===== src/rtl/grv_difftest_pkg.sv =====
// Shared types for the Difftest commit sequencer: queued commit record,
// sequencer state encoding and the per-cycle issue width.
package grv_difftest_pkg;

    typedef struct packed {
        logic [31:0] pc;
        logic [31:0] data;
    } commit_entry_t;

    typedef enum logic [1:0] {
        RUN   = 2'd0,
        DRAIN = 2'd1,
        DONE  = 2'd2
    } seq_state_t;

    localparam int unsigned DT_SLOTS = 2;

    // Number of entries that can leave the FIFO in one issue cycle.
    function automatic logic [1:0] slots_avail(input int unsigned cnt);
        if (cnt >= DT_SLOTS) begin
            return 2'(DT_SLOTS);
        end
        return 2'(cnt);
    endfunction

endpackage


===== src/rtl/difftest_commit_sequencer_if.sv =====
// ROB-commit and Difftest-issue signal bundle. Handshakes: a ROB lane is taken
// when rob_valid[i] && rob_ready; an issue happens whenever dt_ready=1 and data is queued.
interface difftest_commit_sequencer_if;

    logic [1:0]  rob_valid;
    logic [31:0] rob_pc0;
    logic [31:0] rob_pc1;
    logic [31:0] rob_data0;
    logic [31:0] rob_data1;
    logic        rob_ready;
    logic        halt_req;
    logic        dt_ready;
    logic [3:0]  commit_valid;
    logic [7:0]  commit_num;
    logic [31:0] commit_pc1;
    logic [31:0] commit_pc2;
    logic [31:0] commit_data1;
    logic [31:0] commit_data2;

    modport master (
        output rob_valid, rob_pc0, rob_pc1, rob_data0, rob_data1, halt_req, dt_ready,
        input  rob_ready, commit_valid, commit_num, commit_pc1, commit_pc2,
               commit_data1, commit_data2
    );

    modport slave (
        input  rob_valid, rob_pc0, rob_pc1, rob_data0, rob_data1, halt_req, dt_ready,
        output rob_ready, commit_valid, commit_num, commit_pc1, commit_pc2,
               commit_data1, commit_data2
    );

endinterface


===== src/rtl/commit_fifo_2w2r.sv =====
// Circular buffer of commit records accepting 0-2 writes and 0-2 reads per cycle.
// Reads always expose the two oldest entries; the caller decides how many to pop.
module commit_fifo_2w2r
    import grv_difftest_pkg::*;
#(
    parameter int DEPTH = 8
) (
    input  logic                   clock,
    input  logic                   reset,
    input  logic [1:0]             wr_num,
    input  commit_entry_t          wr_entry0,
    input  commit_entry_t          wr_entry1,
    input  logic [1:0]             rd_num,
    output commit_entry_t          rd_entry0,
    output commit_entry_t          rd_entry1,
    output logic [$clog2(DEPTH):0] count
);

    localparam int PW = $clog2(DEPTH) + 1;
    localparam int AW = PW - 1;

    commit_entry_t mem [DEPTH];

    logic [PW-1:0] wr_ptr;
    logic [PW-1:0] rd_ptr;
    logic [AW-1:0] wr_idx0;
    logic [AW-1:0] wr_idx1;
    logic [AW-1:0] rd_idx0;
    logic [AW-1:0] rd_idx1;

    assign wr_idx0 = wr_ptr[AW-1:0];
    assign wr_idx1 = wr_idx0 + AW'(1);
    assign rd_idx0 = rd_ptr[AW-1:0];
    assign rd_idx1 = rd_idx0 + AW'(1);

    assign rd_entry0 = mem[rd_idx0];
    assign rd_entry1 = mem[rd_idx1];

    // Pointers carry one extra bit and wrap naturally; count is tracked explicitly.
    always_ff @(posedge clock) begin
        if (reset) begin
            wr_ptr <= '0;
            rd_ptr <= '0;
            count  <= '0;
        end else begin
            wr_ptr <= wr_ptr + PW'(wr_num);
            rd_ptr <= rd_ptr + PW'(rd_num);
            count  <= count + PW'(wr_num) - PW'(rd_num);
        end
    end

    always_ff @(posedge clock) begin
        if (wr_num != 2'd0) begin
            mem[wr_idx0] <= wr_entry0;
        end
        if (wr_num == 2'd2) begin
            mem[wr_idx1] <= wr_entry1;
        end
    end

endmodule


===== src/rtl/difftest_commit_sequencer.sv =====
// Compacts 2-wide ROB commits into an in-order FIFO and issues up to two per cycle
// to the Difftest sink; drains on halt and raises a commit-stall watchdog.
module difftest_commit_sequencer
    import grv_difftest_pkg::*;
#(
    parameter int DEPTH   = 8,
    parameter int TIMEOUT = 1024
) (
    input  logic                         clock,
    input  logic                         reset,
    difftest_commit_sequencer_if.slave   bus,
    output logic                         done,
    output logic                         hang,
    output logic [$clog2(DEPTH):0]       occupancy,
    output seq_state_t                   dbg_state
);

    localparam int PW = $clog2(DEPTH) + 1;

    seq_state_t    state;
    seq_state_t    state_next;
    logic [PW-1:0] count;
    logic [1:0]    wr_num;
    logic [1:0]    rd_num;
    logic          accepted;
    logic [15:0]   wd_cnt;

    commit_entry_t lane0;
    commit_entry_t lane1;
    commit_entry_t wr_entry0;
    commit_entry_t wr_entry1;
    commit_entry_t rd_entry0;
    commit_entry_t rd_entry1;

    // Ready depends only on registered state so the ROB sees no combinational path.
    assign bus.rob_ready = (count <= PW'(DEPTH - 2)) && (state == RUN);

    always_comb begin
        lane0.pc   = bus.rob_pc0;
        lane0.data = bus.rob_data0;
        lane1.pc   = bus.rob_pc1;
        lane1.data = bus.rob_data1;
        wr_entry0  = lane0;
        wr_entry1  = lane1;
        wr_num     = 2'd0;
        if (bus.rob_ready) begin
            case (bus.rob_valid)
                2'b01: wr_num = 2'd1;
                2'b10: begin
                    wr_num    = 2'd1;
                    wr_entry0 = lane1;
                end
                2'b11: wr_num = 2'd2;
                default: wr_num = 2'd0;
            endcase
        end
    end

    assign accepted = (wr_num != 2'd0);

    // Pops see only pre-push contents, so a commit never bypasses to the sink.
    assign rd_num = (bus.dt_ready && state != DONE) ? slots_avail(32'(count)) : 2'd0;

    commit_fifo_2w2r #(
        .DEPTH (DEPTH)
    ) u_fifo (
        .clock     (clock),
        .reset     (reset),
        .wr_num    (wr_num),
        .wr_entry0 (wr_entry0),
        .wr_entry1 (wr_entry1),
        .rd_num    (rd_num),
        .rd_entry0 (rd_entry0),
        .rd_entry1 (rd_entry1),
        .count     (count)
    );

    always_ff @(posedge clock) begin
        if (reset) begin
            bus.commit_valid <= '0;
            bus.commit_num   <= '0;
            bus.commit_pc1   <= '0;
            bus.commit_pc2   <= '0;
            bus.commit_data1 <= '0;
            bus.commit_data2 <= '0;
        end else begin
            bus.commit_valid <= {2'b00, (rd_num == 2'd2), (rd_num != 2'd0)};
            bus.commit_num   <= {6'd0, rd_num};
            bus.commit_pc1   <= (rd_num != 2'd0) ? rd_entry0.pc   : '0;
            bus.commit_data1 <= (rd_num != 2'd0) ? rd_entry0.data : '0;
            bus.commit_pc2   <= (rd_num == 2'd2) ? rd_entry1.pc   : '0;
            bus.commit_data2 <= (rd_num == 2'd2) ? rd_entry1.data : '0;
        end
    end

    always_ff @(posedge clock) begin
        if (reset) begin
            state <= RUN;
        end else begin
            state <= state_next;
        end
    end

    always_comb begin
        state_next = state;
        case (state)
            RUN:     if (bus.halt_req) state_next = DRAIN;
            DRAIN:   if (count == '0) state_next = DONE;
            DONE:    state_next = DONE;
            default: state_next = RUN;
        endcase
    end

    // Watchdog only runs while the ROB is allowed to commit; the counter saturates.
    always_ff @(posedge clock) begin
        if (reset) begin
            wd_cnt <= '0;
            hang   <= 1'b0;
        end else if (accepted || state != RUN) begin
            wd_cnt <= '0;
        end else begin
            if (wd_cnt == 16'(TIMEOUT - 1)) begin
                hang <= 1'b1;
            end
            if (wd_cnt != 16'hFFFF) begin
                wd_cnt <= wd_cnt + 16'd1;
            end
        end
    end

    assign done      = (state == DONE);
    assign occupancy = count;
    assign dbg_state = state;

endmodule


===== src/flat_wrapper.sv =====
// flat-port wrapper written by rule: the top's interface ports become plain ports
module difftest_commit_sequencer_flat import grv_difftest_pkg::*;
#(
    parameter int DEPTH   = 8,
    parameter int TIMEOUT = 1024
)
  (clock, reset, done, hang, occupancy, dbg_state, bus_rob_valid, bus_rob_pc0, bus_rob_pc1, bus_rob_data0, bus_rob_data1, bus_halt_req, bus_dt_ready, bus_rob_ready, bus_commit_valid, bus_commit_num, bus_commit_pc1, bus_commit_pc2, bus_commit_data1, bus_commit_data2);
  difftest_commit_sequencer_if bus_i ();
  input  logic clock;
  input  logic reset;
  output logic done;
  output logic hang;
  output logic [$clog2(DEPTH):0] occupancy;
  output seq_state_t dbg_state;
  input wire logic [$bits(bus_i.rob_valid)-1:0] bus_rob_valid;
  input wire logic [$bits(bus_i.rob_pc0)-1:0] bus_rob_pc0;
  input wire logic [$bits(bus_i.rob_pc1)-1:0] bus_rob_pc1;
  input wire logic [$bits(bus_i.rob_data0)-1:0] bus_rob_data0;
  input wire logic [$bits(bus_i.rob_data1)-1:0] bus_rob_data1;
  input wire logic [$bits(bus_i.halt_req)-1:0] bus_halt_req;
  input wire logic [$bits(bus_i.dt_ready)-1:0] bus_dt_ready;
  output wire logic [$bits(bus_i.rob_ready)-1:0] bus_rob_ready;
  output wire logic [$bits(bus_i.commit_valid)-1:0] bus_commit_valid;
  output wire logic [$bits(bus_i.commit_num)-1:0] bus_commit_num;
  output wire logic [$bits(bus_i.commit_pc1)-1:0] bus_commit_pc1;
  output wire logic [$bits(bus_i.commit_pc2)-1:0] bus_commit_pc2;
  output wire logic [$bits(bus_i.commit_data1)-1:0] bus_commit_data1;
  output wire logic [$bits(bus_i.commit_data2)-1:0] bus_commit_data2;
  assign bus_i.rob_valid = bus_rob_valid;
  assign bus_i.rob_pc0 = bus_rob_pc0;
  assign bus_i.rob_pc1 = bus_rob_pc1;
  assign bus_i.rob_data0 = bus_rob_data0;
  assign bus_i.rob_data1 = bus_rob_data1;
  assign bus_i.halt_req = bus_halt_req;
  assign bus_i.dt_ready = bus_dt_ready;
  assign bus_rob_ready = bus_i.rob_ready;
  assign bus_commit_valid = bus_i.commit_valid;
  assign bus_commit_num = bus_i.commit_num;
  assign bus_commit_pc1 = bus_i.commit_pc1;
  assign bus_commit_pc2 = bus_i.commit_pc2;
  assign bus_commit_data1 = bus_i.commit_data1;
  assign bus_commit_data2 = bus_i.commit_data2;
  difftest_commit_sequencer #(.DEPTH(DEPTH), .TIMEOUT(TIMEOUT)) u_core (.clock(clock), .reset(reset), .bus(bus_i), .done(done), .hang(hang), .occupancy(occupancy), .dbg_state(dbg_state));
endmodule

===== config.mk =====
export PLATFORM = sky130hd
export DESIGN_NAME = difftest_commit_sequencer_flat
export DESIGN_NICKNAME = d
export VERILOG_FILES = /design/src/rtl/grv_difftest_pkg.sv /design/src/rtl/difftest_commit_sequencer_if.sv /design/src/rtl/commit_fifo_2w2r.sv /design/src/rtl/difftest_commit_sequencer.sv /design/src/flat_wrapper.sv
export SDC_FILE = /design/constraint.sdc
export NUM_CORES = 1
export LEC_CHECK = 0
export ABC_CLOCK_PERIOD_IN_PS = 8050
export BUFFER_PORTS_ARGS = -buffer_cell sky130_fd_sc_hd__buf_2
export CORE_ASPECT_RATIO = 0.8
export CORE_MARGIN = 4
export CORE_UTILIZATION = 43
export CTS_BUF_LIST = sky130_fd_sc_hd__clkbuf_8
export CTS_CLUSTER_DIAMETER = 150
export DETAILED_ROUTE_END_ITERATION = 8
export PLACE_DENSITY = 0.66
export SYNTH_ARGS = -nofsm -noshare
export SYNTH_HDL_FRONTEND = slang
export SYNTH_SLANG_ARGS = --single-unit

===== constraint.sdc =====
create_clock -name clock -period 8.05 [get_ports clock]
set_clock_uncertainty 0.1 [all_clocks]
set_input_delay 0.805 -clock clock [delete_from_list [all_inputs] [get_ports clock]]
set_output_delay 0.805 -clock clock [all_outputs]
set_load 0.005 [all_outputs]

After elaboration in Yosys (flattened, before gate mapping)

Memory sizes are Yosys's and may differ from the RTL's. A register that Yosys moved wholly into a read port is not among the register bits.
Index checks and enable logic that the tools add are counted.

Register bits after elaboration: 43
RAM bits: 512
Output and inout port bits: 149
Memories kept: 1

Memories:

| memory            | depth | width | read ports | clocked after memory_dff | wr ports | line                   | RTL |
|---|---|---|---|---|---|---|---|
| u_core.u_fifo.mem | 8     | 64    | 2          | 2                        | 2        | commit_fifo_2w2r.sv:22 | `commit_entry_t mem [DEPTH];` |

$add $sub $neg: 7
Magnitude comparators: 2
Equality and inequality tests: 12
Muxes and demuxes: 15
Bitwise operators: 3
Reductions and logical operators: 14

Operators with widths:

| operator              | count |
|---|---|
| $mux 64               | 2 |
| $add 16x1->16 const B | 1 |
| $eq 16x10->1 const B  | 1 |
| $ne 16x16->1 const B  | 1 |
| $add 4x2->4           | 3 |
| $mux 2                | 6 |
| $eq 2x2->1 const B    | 5 |
| $reduce_or 2->1       | 4 |
| $add 3x1->3 const B   | 2 |
| $pmux 2 s3            | 1 |
| $reduce_bool 2->1     | 3 |
| $mux 1                | 5 |
| $eq 2x1->1 const B    | 2 |
| $ge 4x2->1 const B    | 1 |
| $le 4x3->1 const B    | 1 |
| $logic_not 4->1       | 1 |
| $ne 2x2->1 const B    | 2 |
| $pmux 2 s2            | 1 |
| $reduce_and 2->1      | 2 |
| $sub 4x2->4           | 1 |
| $not 1->1             | 3 |
| $logic_and 1x1->1     | 2 |
| $logic_not 2->1       | 1 |
| $ne 2x1->1 const B    | 1 |
| $logic_or 1x1->1      | 1 |

Logic depth before layout (Yosys ltp)

Depth in word-level cells: 8
Depth in mapped cells: 13

By module

Synthesis repeated with hierarchy kept, for this count alone.

Cells, all modules: 2,096
Area total of the unflattened synthesis: 35,632.9 um^2

Modules (own cells, without submodules):

| module                    | times used | cells an instance | area an instance (um^2) | sequential area each (um^2) |
|---|---|---|---|---|
| commit_fifo_2w2r          | 1          | 1,611             | 30,086.4                | 15,574.9 |
| difftest_commit_sequencer | 1          | 485               | 5,546.6                 | 3,022.9 |

Worst setup path before layout

OpenSTA, ideal clock, no wires.

Path type: in2reg
Start point: input port bus_rob_valid[0]
End point: memory u_core.u_fifo.mem[4][0] (netlist bit) (enable)
Library setup time: 0.581 ns
Data arrival time: 6.166 ns
Required time: 7.369 ns
Path slack: 1.203 ns
Stages on the path: 5
Cells stage by stage: inv_1 -> ha_1 -> nand2b_1 -> nand3_1 -> o31ai_1

RTL lines:

| element     | line                   | RTL |
|---|---|---|
| from (decl) | flat_wrapper.sv:15     | `input wire logic [$bits(bus_i.rob_valid)-1:0] bus_rob_valid;` |
| to (decl)   | commit_fifo_2w2r.sv:22 |  |

==> out/qor_table.md <==
| Step | Metric | Value |
|---|---|---|
| worst setup path | Arrival time reported for the critical path endpoint | 4.49 ns |
| detailed routing | Number of violations reported at the end of detailed-routing iteration 0 | 1687 |
| sta | Post-layout minimum cycle time | 4.11 ns |
| finish | Final standard cell utilization of the core | 49.1% |
| sta | Final total negative setup slack | 0 ns |
| sta | Relative slew slack | 16.3% |
| sta | Final number of setup-violating endpoints | 0 |
| power and ir drop | Peak ir drop on the vdd network | 0.000235 V |
| yosys | Sequential share of the synthesized area | 52.7% |
| global route | Total gr overflow | 0 |
| cts | Post CTS Setup Buffer Count | 0 |
| yosys | Average footprint of a synthesized cell | 16.6 µm² |
| yosys | Top-area cell type share of the netlist area | 43.6% |
| finish | Share of layout cells above drive strength 1 | 51.0% |
| yosys | Number of enable-type register cells in the synthesized netlist | 512 |
| sta | Hold slack | 0.356 ns |
| worst setup path | Critical Path Source Type | register |
| finish | Non-filler cells, final | 3588 |
| detailed routing | Detailed-route wire length | 96500 µm |
| cts | Clock tree from TritonCTS | done |
| yosys | Count of state elements after synthesis | 673 |
| yosys | Post-Syn Instances | 2124 |
| floorplan | Area of the die | 86700 µm² |
| power and ir drop | Static leakage power | 14.2 nW |
| job | Max_cap viols | 0 |
| floorplan | Core Footprint | 80900 µm² |
| global route | Largest net degree at the start of global routing | 147 |
| cts | Root buffer cell | clkbuf_8 |
| global route | Global-route wire length before repair | 142000 µm |
| global route | Number of antenna violations at the first check in global routing | 23 |
| detailed routing | Average wire per standard cell | 26.9 µm |
| floorplan | Die Span X | 328 µm |
| cts | H-tree levels | 3 |
| status | Status | completed |
| worst setup path | Class of the most critical setup path | reg -> reg |
| finish | Layout Area Growth over Synthesis | 12.6% |
| power and ir drop | Power per standard cell area | 312 nW/µm² |
| cts | Clock net sink count | 673 |
| yosys | Synth cell count leaders | 512 x edfxtp_1, 266 x mux2_2, 256 x mux4_2 |
| finish | Final net count | 2547 |
| yosys | Summed instance area of the synthesized netlist | 35300 µm² |
| cts | Clk buf depth | 3 |
| yosys | Largest area contributor in the netlist | edfxtp_1 |
| detailed routing | Number of nets with antenna violations after routing | 0 |
| floorplan | Effective utilization at floorplan | 43.6% |
| placement | Last weighted congestion value of the routability-driven placer | 0.793 |
| yosys | Synth cell types | 58 |
| sta | Final worst setup slack | 3.94 ns |
| floorplan | Std cell rows | 93 |
| placement | Placed Cells | 3371 |
| finish | FILL cells | 6855 |
| detailed routing | Via count of the routed design | 20900 |
| placement | Count of port buffers added during placement | 274 |
| cts | Clock transition at the registers of the reported paths | 0.07 ns |
| global route | Via count of the first global-routing pass | 22100 |
| worst setup path | Worst-path maximum fanout | 39 |
| cts | Latest clock arrival within the worst-skew pair | 0.73 ns |
| floorplan | Count of boundary I/O pins | 283 |
| detailed routing | Number of vias per cell after detailed routing | 5.83 |
| detailed routing | DRC Markers | 0 |
| floorplan | Die height | 264 µm |
| yosys | Total number of yosys warnings | 0 |
| yosys | Leading cell type by number of instances after synthesis | edfxtp_1 |
| sta | Transition time of the tightest slew-check pin | 1.25 ns |
| min path | Hold Path Class | in -> reg |
| cts | CTS Buf Count | 111 |
| global route | Overall global routing resource usage | 21.8% |
| yosys | Most used DFF post-synth | edfxtp_1 |
| cts | Total of hold buffers inserted after clock tree synthesis | 0 |
| sta | Final Slew Violations | 0 |
| sta | Period utilisation layout | 51.1% |
| placement | DPL Wire Length | 56100 µm |
| yosys | Async set-reset flop share out of synthesis | 0% |
| cts | Quantity of gates resized following cts | 0 |
| placement | Minimum setup slack after placement | 3.78 ns |
| sta | RSZ-0062 raised after global routing | false |
| sta | Final hold vios | 0 |
| worst setup path | Sort of element at the end of the critical path | register |
| detailed routing | Number of optimization iterations in the first detailed-route pass | 7 |
| sta | Max frequency | 243 MHz |
| worst setup path | Required time worst endpoint | 8.43 ns |
| yosys | Synth area leaders | edfxtp_1 44%, mux4_2 16%, mux2_4 10% |
==> registers in the layout, indices dropped and copies added, names as in the netlist, 3 cells and up <==
| signal | cells |
|---|---|
| u_core.bus.commit_pc2 | 32 |
| u_core.bus.commit_data1 | 32 |
| u_core.u_fifo.wr_ptr | 3 |
| u_core.u_fifo.count | 4 |
| u_core.bus.commit_data2 | 32 |
| u_core.u_fifo.rd_ptr | 3 |
| u_core.wd_cnt | 16 |
| u_core.u_fifo.mem | 512 |
| u_core.bus.commit_pc1 | 32 |
==> report_power, final <==
part / internal [mW] / switching (mW)
clock: 1.70 / 1.44
sequential: 4.43 / 0.266
combinational: 2.22 / 2.34
total: 8.35 / 4.05
==> cell usage in the layout (no fill, tap or decap), drive strengths merged, types with 56 or more instances in the layout <==
cell / Yosys / final
nor2: 77 / 77
buf: 114 / 310
mux4: 256 / 256
edfxtp: 512 / 512
nand2: 146 / 146
mux2: 512 / 512
inv: 20 / 56
dfxtp: 161 / 161
mux2i: 72 / 72
clkbuf: 48 / 130
a21oi: 77 / 77
==> per-layer routing <==
layer  track usage, %  vias to the layer above  wire length [µm]
li1                 -                     8948                 -
met1             29.4                    10900             39500
met2             35.8                      863             47000
met3             5.42                      169              8080
met4             5.01                       22              1810
met5                0                        -               152
==> layout make-up <==
type	count	area (µm²)	share of cell area, %
flip-flops and latches	673	18600	46.8
multi-input cells	1276	15700	39.4
clock buffers	130	1790	4.50
repair buffers	310	1670	4.20
well taps	1092	1370	3.44
clock inverters	78	537	1.35
inverters	20	75.1	0.189
diodes	9	22.5	0.0567
==> stage by stage <==
step	cell area [µm²]	power, mW
6_report	39700	12.4
3_5_place_dp	37400	9.36
4_1_cts	39700	12.5
2_1_floorplan	35300	8.16
5_1_grt	39700	13.0
3_3_place_gp	37400	9.25
==> path summary, 6_finish.rpt <==
kind	from	to	slack [ns]	cells after the start
worst max register to register	u_core.u_fifo.wr_ptr[0]	u_core.u_fifo.mem[2][1]	3.94	6
worst max-delay path	u_core.u_fifo.wr_ptr[0]	u_core.u_fifo.mem[2][1]	3.94	6
worst min register to register	u_core.hang	u_core.hang	0.37	2
worst min-delay path	reset	u_core.bus.commit_num[0]	0.36	2
==> kinds of logic after synthesis <==
logic type               after synthesis  share of synthesized area (%)
multiplexers                         840                           37.3
flip-flops                           673                           52.7
AND/OR/NAND/NOR                      284                           3.52
buffers and inverters                182                           3.46
AO/OA/AOI/OAI                        112                           1.92
adder cells (fa/ha/maj)               21                          0.809
XOR/XNOR                              11                          0.273
other                                  1                         0.0106
==> critical path, stage by stage, from the launching register on <==
cell and delay, ns:
dfxtp_1 0.76, ha_1 0.35, nand4_1 0.16, nor2_1 0.39
a31o_4 0.97, buf_4 0.66, mux2_2 0.40
No activity file was read; power rests on OpenSTA's default activity.
